[config.mk]
export PLATFORM = sky130hd
export DESIGN_NAME = muldiv_unit
export DESIGN_NICKNAME = d
export VERILOG_FILES = /design/src/rtl/muldiv_pkg.sv /design/src/rtl/muldiv_unit.sv
export SDC_FILE = /design/constraint.sdc
export NUM_CORES = 1
export LEC_CHECK = 0
export ABC_AREA = 1
export ABC_CLOCK_PERIOD_IN_PS = 3550
export CORE_MARGIN = 4
export CORE_UTILIZATION = 25
export CTS_BUF_LIST = sky130_fd_sc_hd__clkbuf_4
export DETAILED_ROUTE_END_ITERATION = 6
export SYNTH_ARGS = -nofsm -noshare
export SYNTH_HDL_FRONTEND = slang
export SYNTH_SLANG_ARGS = --single-unit
[constraint.sdc]
create_clock -name clk -period 3.55 [get_ports clk]
set_input_delay 0.71 -clock clk [delete_from_list [all_inputs] [get_ports clk]]
set_output_delay 0.71 -clock clk [all_outputs]
set_load 0.03 [all_outputs]
[src/rtl/muldiv_pkg.sv]
// Shared types and op-decoding helpers for the iterative multiply/divide unit.
// Latency: n/a (types and pure functions only).
// Backpressure: n/a.
package muldiv_pkg;

    // funct3 encodings of the RV32M/RV64M R-type ops (funct7 = 0000001)
    typedef enum logic [2:0] {
        OP_MUL    = 3'b000,
        OP_MULH   = 3'b001,
        OP_MULHSU = 3'b010,
        OP_MULHU  = 3'b011,
        OP_DIV    = 3'b100,
        OP_DIVU   = 3'b101,
        OP_REM    = 3'b110,
        OP_REMU   = 3'b111
    } muldiv_op_t;

    typedef enum logic [1:0] {
        ST_IDLE  = 2'd0,
        ST_CALC  = 2'd1,
        ST_FIXUP = 2'd2,
        ST_DONE  = 2'd3
    } muldiv_state_t;

    // funct3[2] separates the divide group from the multiply group
    function automatic logic is_div(input logic [2:0] op);
        return op[2];
    endfunction

    // rs1 is signed for MUL, MULH, MULHSU, DIV, REM
    function automatic logic is_signed_a(input logic [2:0] op);
        return (op == OP_MUL) || (op == OP_MULH) || (op == OP_MULHSU) ||
               (op == OP_DIV) || (op == OP_REM);
    endfunction

    // rs2 is signed for MUL, MULH, DIV, REM (MULHSU treats rs2 as unsigned)
    function automatic logic is_signed_b(input logic [2:0] op);
        return (op == OP_MUL) || (op == OP_MULH) ||
               (op == OP_DIV) || (op == OP_REM);
    endfunction

endpackage

[src/rtl/muldiv_unit.sv]
// Iterative RV32M/RV64M multiply/divide unit: radix-2 shift-add multiply and restoring divide on operand magnitudes.
// Latency: XLEN+2 cycles from accept to out_valid (1 cycle for divide-by-zero and signed overflow).
// Backpressure: in_ready only in IDLE; result/tag_out held in DONE until out_ready, flush or reset.
//
// Ports: clk/reset (sync, active-high); in_valid/in_ready/op/a/b/tag_in operand handshake;
//        flush abandons any in-flight op; out_valid/out_ready/result/tag_out result handshake;
//        busy is high whenever the unit is not IDLE.
module muldiv_unit
    import muldiv_pkg::*;
#(
    parameter int XLEN  = 32,
    parameter int TAG_W = 5
) (
    input  logic             clk,
    input  logic             reset,
    input  logic             in_valid,
    output logic             in_ready,
    input  logic [2:0]       op,
    input  logic [XLEN-1:0]  a,
    input  logic [XLEN-1:0]  b,
    input  logic [TAG_W-1:0] tag_in,
    input  logic             flush,
    output logic             out_valid,
    input  logic             out_ready,
    output logic [XLEN-1:0]  result,
    output logic [TAG_W-1:0] tag_out,
    output logic             busy
);

    localparam int CW = $clog2(XLEN);
    localparam logic [CW-1:0]   CNT_LAST = CW'(XLEN - 1);
    localparam logic [XLEN-1:0] MIN_INT  = {1'b1, {(XLEN-1){1'b0}}};

    muldiv_state_t    state;
    muldiv_op_t       op_q;
    logic             sign_a_q;
    logic             sign_b_q;
    logic [XLEN-1:0]  mag_b_q;
    logic [XLEN-1:0]  hi_q;     // product high half / partial remainder
    logic [XLEN-1:0]  lo_q;     // multiplier shifting out / dividend shifting out, quotient shifting in
    logic [CW-1:0]    cnt_q;
    logic [XLEN-1:0]  result_q;
    logic [TAG_W-1:0] tag_q;

    // ---------------- accept-time decode ----------------
    logic            accept;
    logic            sgn_a;
    logic            sgn_b;
    logic [XLEN-1:0] mag_a;
    logic [XLEN-1:0] mag_b;
    logic            div_zero;
    logic            div_ovf;
    logic [XLEN-1:0] special_res;

    assign accept = in_valid && in_ready && !flush;
    assign sgn_a  = is_signed_a(op) && a[XLEN-1];
    assign sgn_b  = is_signed_b(op) && b[XLEN-1];
    // Negating MIN_INT yields MIN_INT again, which read as unsigned is exactly its magnitude.
    assign mag_a  = sgn_a ? -a : a;
    assign mag_b  = sgn_b ? -b : b;

    assign div_zero = is_div(op) && (b == '0);
    // Only the signed divide ops (funct3[0]==0) can overflow.
    assign div_ovf  = is_div(op) && !op[0] && (a == MIN_INT) && (b == {XLEN{1'b1}});

    always_comb begin
        special_res = '0;
        if (div_zero) begin
            special_res = op[1] ? a : {XLEN{1'b1}};
        end else begin
            special_res = op[1] ? '0 : a;
        end
    end

    // ---------------- shared XLEN+1-bit adder/subtractor ----------------
    // Multiply: hi + (lsb of multiplier ? mag_b : 0).
    // Divide:   {hi, next dividend bit} - mag_b, as x + ~y + 1; carry-out set means no borrow.
    logic            calc_mul;
    logic [XLEN:0]   add_x;
    logic [XLEN:0]   add_y;
    logic            add_cin;
    logic [XLEN:0]   add_sum;
    logic            add_co;

    assign calc_mul = !is_div(op_q);
    assign add_x    = calc_mul ? {1'b0, hi_q} : {hi_q, lo_q[XLEN-1]};
    assign add_y    = calc_mul ? (lo_q[0] ? {1'b0, mag_b_q} : '0) : ~{1'b0, mag_b_q};
    assign add_cin  = !calc_mul;
    assign {add_co, add_sum} = {1'b0, add_x} + {1'b0, add_y} + {{(XLEN+1){1'b0}}, add_cin};

    // ---------------- sign fix-up and output select ----------------
    logic [2*XLEN-1:0] prod;
    logic [2*XLEN-1:0] prod_s;
    logic [XLEN-1:0]   quo_s;
    logic [XLEN-1:0]   rem_s;
    logic [XLEN-1:0]   fix_res;

    assign prod   = {hi_q, lo_q};
    assign prod_s = (sign_a_q ^ sign_b_q) ? -prod : prod;
    assign quo_s  = (sign_a_q ^ sign_b_q) ? -lo_q : lo_q;
    assign rem_s  = sign_a_q ? -hi_q : hi_q;

    always_comb begin
        fix_res = '0;
        if (is_div(op_q)) begin
            fix_res = op_q[1] ? rem_s : quo_s;
        end else if (op_q == OP_MUL) begin
            fix_res = prod_s[XLEN-1:0];
        end else begin
            fix_res = prod_s[2*XLEN-1:XLEN];
        end
    end

    // ---------------- state and datapath registers ----------------
    always_ff @(posedge clk) begin
        if (reset) begin
            state    <= ST_IDLE;
            op_q     <= OP_MUL;
            sign_a_q <= 1'b0;
            sign_b_q <= 1'b0;
            mag_b_q  <= '0;
            hi_q     <= '0;
            lo_q     <= '0;
            cnt_q    <= '0;
            result_q <= '0;
            tag_q    <= '0;
        end else begin
            case (state)
                ST_IDLE: begin
                    if (accept) begin
                        op_q     <= muldiv_op_t'(op);
                        tag_q    <= tag_in;
                        sign_a_q <= sgn_a;
                        sign_b_q <= sgn_b;
                        mag_b_q  <= mag_b;
                        hi_q     <= '0;
                        lo_q     <= mag_a;
                        cnt_q    <= '0;
                        if (div_zero || div_ovf) begin
                            result_q <= special_res;
                            state    <= ST_DONE;
                        end else begin
                            state    <= ST_CALC;
                        end
                    end
                end
                ST_CALC: begin
                    if (flush) begin
                        state <= ST_IDLE;
                    end else begin
                        if (calc_mul) begin
                            // shift the running product right by one, sum bit 0 enters the low half
                            hi_q <= add_sum[XLEN:1];
                            lo_q <= {add_sum[0], lo_q[XLEN-1:1]};
                        end else begin
                            // restore (keep the shifted remainder) when the trial subtract borrowed
                            hi_q <= add_co ? add_sum[XLEN-1:0] : add_x[XLEN-1:0];
                            lo_q <= {lo_q[XLEN-2:0], add_co};
                        end
                        cnt_q <= cnt_q + 1'b1;
                        if (cnt_q == CNT_LAST) begin
                            state <= ST_FIXUP;
                        end
                    end
                end
                ST_FIXUP: begin
                    if (flush) begin
                        state <= ST_IDLE;
                    end else begin
                        result_q <= fix_res;
                        state    <= ST_DONE;
                    end
                end
                ST_DONE: begin
                    if (flush || out_ready) begin
                        state <= ST_IDLE;
                    end
                end
                default: state <= ST_IDLE;
            endcase
        end
    end

    assign in_ready  = (state == ST_IDLE);
    assign busy      = (state != ST_IDLE);
    assign out_valid = (state == ST_DONE);
    assign result    = result_q;
    assign tag_out   = tag_q;

endmodule

Word-level counts from Yosys, hierarchy flattened
Index checks and enable logic that the tools add are counted.
Widths: inputs -> output; s select.
Word-level totals
  register bits after elaboration: 145
  input bits: 77
  logic and storage cells: 102
Operators by class
  multiplexer cells: 37
  reductions and logical operators: 29
  bitwise operators: 2
  $add $sub $neg: 8
  eq/ne operators: 16
Operators with widths (number)
  $mux 32: 21
  $pmux 32 s2: 3
  $neg 32->32: 4
  $mux 33: 2
  $eq 32x32->1 const B: 2
  $mux 64: 1
  $neg 64->64: 1
  $add 33x33->34: 1
  $add 34x1->34: 1
  $not 32->33: 1
  $logic_not 32->1: 1
  $mux 2: 6
  $mux 5: 2
  $pmux 5 s2: 1
  $logic_and 1x1->1: 8
  $logic_or 1x1->1: 8
  $pmux 2 s4: 1
  $eq 3x3->1 const B: 2
  $logic_not 3->1: 2
  $ne 2x1->1 const B: 3
  $reduce_and 3->1: 2
  $reduce_bool 2->1: 3
  $add 5x1->5 const B: 1
  $eq 5x5->1 const B: 1
  other kinds (11): 14

Longest topological paths before layout
  depth in word-level cells: 9
  mapped depth: 24
  mapped depth without buffers: 20

Worst setup path before layout
Ideal clock, no wire load.
  kind: flip-flop to flip-flop
  start point: register op_q[2]
  end point: register hi_q[29]
  setup time: 0.128 ns
  data required time: 3.422 ns
  arrival time: 3.251 ns
  period minus slack after synthesis: 3.379 ns
  slack: 0.171 ns
  cell stages (with the launch flop): 24
  cell sequence: dfxtp_1 -> buf_2 -> buf_2 -> clkbuf_1 -> clkbuf_1 -> clkbuf_1 -> nand2_1 -> o21ai_0 -> fa_1 -> fa_1 -> nand3_1 -> nand2_1 -> nand2_1 -> nand2_1 -> nand2_1 -> nand3_1 -> nand2_1 -> nand2_1 -> nand2_1 -> nand3_1 -> nand2_1 -> nor2_1 -> nor2_1 -> nor2_1
Between the ends
  cells in the longest elaborated chain, start to end: 7
  elaborated cells between the ends (all ways): 8
  those cells by class: add/sub: 2; mux: 6
Ends and longest elaborated chain
  from (decl): line muldiv_unit.sv:35  | muldiv_op_t op_q;
  from (signal assigned): line muldiv_unit.sv:131  | op_q <= muldiv_op_t'(op);
  $mux 33 (on tied branches): line muldiv_unit.sv:86, muldiv_unit.sv:87
  $add 33x33->34: line muldiv_unit.sv:89  | assign {add_co, add_sum} = {1'b0, add_x} + {1'b0, add_y} + {{(XLEN+1){1'b0}}, add_cin};
  $add 34x1->34: line muldiv_unit.sv:89
  $mux 32: line muldiv_unit.sv:157  | hi_q <= add_co ? add_sum[XLEN-1:0] : add_x[XLEN-1:0];
  $mux 32 *: line muldiv_unit.sv:151  | if (calc_mul) begin
  $mux 32 *: line muldiv_unit.sv:148  | if (flush) begin
  $pmux 32 s2 *: line muldiv_unit.sv:128  | case (state)
  to (signal assigned): line muldiv_unit.sv:153  | hi_q <= add_sum[XLEN:1];
  to (signal assigned): line muldiv_unit.sv:157
  to (decl): line muldiv_unit.sv:39  | logic [XLEN-1:0] hi_q;
Mark *: on every way between the ends. The rest lies on a longest branch, timed or not. The select of a mux whose other input is x is not followed.
A chain may end at the register's enable or synchronous reset.

Final worst setup path
  start point: register op_q[2]
  end point: register hi_q[10]
The elaborated chain is that of the path after synthesis.

==> key figures <==
Run status
  – Status: complete, no violations

STA
  – Fmax: 310.6 MHz
  – Fin crit period: 3219 ps
  – Final period util: 0.9068
  – Final setup fails: 0
  – Relative slew slack: 0.4209
  – Hold slack: between 400 and 500 ps
  – RSZ-0062 raised after global routing: no
  – Final Max Slew Viols: 0
  – Final hold vios: 0
  – Final setup skew: 33.84 ps
  – Slew @ Worst Pin: 868.6 ps
  – Final setup TNS: 0 ps
  – Worst setup margin: approximately 330 ps

Critical path
  – Crit Path Category: reg2reg
  – Worst Path Buf+Inv: 3
  – Crit-path max cell delay: 390 ps
  – Crit. End Element: register
  – CP cell instances: buf_12 -> buf_12 -> o21ai_0 -> ha_1 -> a21oi_1 -> o21ai_1 -> nand2_1 -> nand3_1 -> nor2_1 -> nand2_1 -> buf_12 -> a21oi_1 -> nand2_1 -> a21oi_1
  – Worst-path maximum fanout: roughly 50
  – Crit path launch type: register
  – Worst Path Arrival: 3840 ps
  – CP Data Required Time: 4170 ps
  – CP delay by family, top: compound AO/OA/AOI/OAI gates
  – Slowest CP cell: dfxtp_4

Global routing
  – Antenna violations before repair: 3
  – Number of global-route vias before repair: 17700
  – First-pass GRT wire length: 102.8 mm
  – All-Layer GR Usage: 0.1939
  – GR Overflow Total: 0
  – Largest net degree at the start of global routing: 81

Detailed routing
  – Post-route ant nets: 0
  – Met3 wire length: 5.323 mm
  – Routed wire length: 66.90 mm
  – Wire length on met2: roughly 29 mm
  – Met1 WL: 29.85 mm
  – DR pass1 iterations: 6
  – DRC Markers: 0
  – Routed WL per cell: ~17 um
  – Vias: between 15000 and 20000
  – Initial drt markers: 2239
  – Top layer in use: met4
  – Vias per inst: 5.047

Logic synthesis
  – Synth Register Bits: approximately 150
  – Syn_nets: ~3000
  – Cell Area, Synth: 0.01579 mm^2
  – Post-synth ARST share: 0
  – Synth top area share: 0.2118
  – EDFF count, synth: 0
  – Area leader, netlist: nand2_1
  – Synth Area per Inst: between 5 and 6 um^2
  – Sequential cell area fraction in the yosys report: 0.1838
  – Syn Inst Count: 2956
  – Synth Flop Type: dfxtp_1
  – Synth top area cells: nand2_1, dfxtp_1, nand3_1
  – Ys Warns: 0
  – Yosys cell types: 52

CTS
  – H-tree depth: 4
  – Post-cts resize count: 0
  – Clk_lat worst skew: 680 ps
  – Hold buffer count at cts: 0
  – Clock-pin slew on the worst setup and hold paths: 160 ps
  – CTS root buf: clkbuf_4
  – Clk sinks: around 150
  – CTS max path bufs: 2
  – Post-CTS setup buffer count: 0
  – Cts bufs inserted: 17
  – TritonCTS clock tree: done

Job
  – Max Cap Violations: 0

Power and ir drop
  – Pwr dens: roughly 270 mW/mm^2
  – Clock share of power: 0.253
  – P_sw: 0.002176 W
  – Leakage power: ~8.1 nW
  – Flop pwr share: 0.364
  – Worst vdd ir: 0.2209 mV
  – Switch share: 0.4334
  – Logic gate share of total power: 0.382
  – Internal power: 0.002845 W

Cells and area
  – Filler Cell Count: 7221
  – Final Instance Count excl. Fillers: 3878
  – Final instance area: 0.01842 mm^2
  – Nets@finish: ~3100
  – Area added between synthesis and finish: 16.65%
  – Share of post-route cells with drive strength above 1: 0.05629

Floorplan
  – Width of the die: 259.3 um
  – # rows: a little over 90
  – Die Footprint: 0.06724 mm^2
  – Core ar.: 0.06217 mm^2
  – IO Count: 117
  – Die Ht: 259.3 um
  – Starting Density: 0.2540

Placed design
  – GPL Wtd Cong: 0.9719
  – Final HPWL DP: 52.78 mm
  – Cell count after placement: 3843
  – Placed Area: 0.01809 mm^2
  – Worst slack at placement: 314.4 ps
  – IO Port Bufs: 116

Worst hold path
  – Hold WC Path Type: in2reg
## synthesized netlist by cell type, drive strengths merged (6+ instances only)
library cell / n
o211ai: 10
a21oi: 222
nor2: 359
inv: 298
or2: 6
nand4: 40
a31oi: 31
o21bai: 6
nor3: 27
nand3: 328
xnor2: 18
xor2: 17
dfxtp: 145
nand2: 893
o21ai: 296
a22o: 7
ha: 39
o22ai: 7
buf: 41
a32o: 8
a21o: 6
clkbuf: 108
nand3b: 14
o31ai: 6
## routing by layer
metal  vias up  GRT usage
li1       9843          -
met2       804     0.3065
met4         0    0.06955
met1      8821     0.2637
met3       105    0.03648
met5         -          0
## worst paths after layout
| path | start | end | slack [ps] | depth (start not counted) |
|---|---|---|---|---|
| worst min register to register | mag_b_q[15] | mag_b_q[15] | 480 | 2 |
| worst min-delay path | reset | mag_b_q[20] | 400 | 4 |
| worst max-delay path | op_q[2] | hi_q[10] | 330 | 14 |
| worst max register to register | op_q[2] | hi_q[10] | 330 | 14 |
## state kept, by name, summed over array words and instances, names as in the netlist
name      flops
hi_q         32
lo_q         32
mag_b_q      32
result       32
cnt_q         5
tag_out       5
op_q          3
state         2
sign_a_q      1
sign_b_q      1
## cell usage in the layout, fill, tap and decap left out, drive strengths merged, types with 7 or more instances in the layout
master | synthesis | final
clkdlybuf4s50 | 0 | 115
nand3 | 328 | 328
o22ai | 7 | 7
a31oi | 31 | 31
o211ai | 10 | 10
nand4 | 40 | 40
clkinv | 3 | 8
buf | 41 | 84
ha | 39 | 39
nand2 | 893 | 893
a32o | 8 | 8
clkbuf | 108 | 18
inv | 298 | 303
dfxtp | 145 | 145
xnor2 | 18 | 18
a22o | 7 | 7
a21oi | 222 | 222
nor3 | 27 | 27
nand3b | 14 | 14
nor2 | 359 | 359
o21ai | 296 | 296
xor2 | 17 | 17
## through the flow
step	power, W	util
global route	0.005318	0.2962
floorplan	0.003045	-
detailed placement	0.003726	0.2911
global placement	0.003726	0.2911
finish	0.005021	0.2963
CTS	0.004994	0.2961
## cells by family after synthesis
logic type / count (synthesis) / synth area share
compound gates: 607 / 0.2061
xor+xnor: 35 / 0.01941
fa+ha+maj: 41 / 0.03344
buf+inv: 450 / 0.1109
flops: 145 / 0.1838
simple gates: 1678 / 0.4462
## layout make-up
type	instances	area, um^2	share of cell area
Inverter	301	1132	0.06148
Sequential cell	145	2907	0.1578
Clock inverter	14	180.2	0.009783
Multi-Input combinational cell	2361	11150	0.6056
Antenna cell	3	7.507	0.0004076
Clock buffer	18	135.1	0.007337
Timing Repair Buffer	199	1854	0.1007
Tap cell	837	1047	0.05686
## power groups by stage
stage	clock network, W	registers, W	logic [W]
4_1_cts	0.00130	0.00182	0.00188
2_1_floorplan	0	0.00183	0.00121
3_5_place_dp	0	0.00186	0.00187
6_report	0.00127	0.00183	0.00192
5_1_grt	0.00136	0.00184	0.00212
3_3_place_gp	0	0.00186	0.00187
## tightest hold or removal path, stage by stage
cell and delay, ps:
buf_2 100, inv_1 110, o21ai_0 100, a21oi_1 40
No activity file was read; power rests on OpenSTA's default activity.
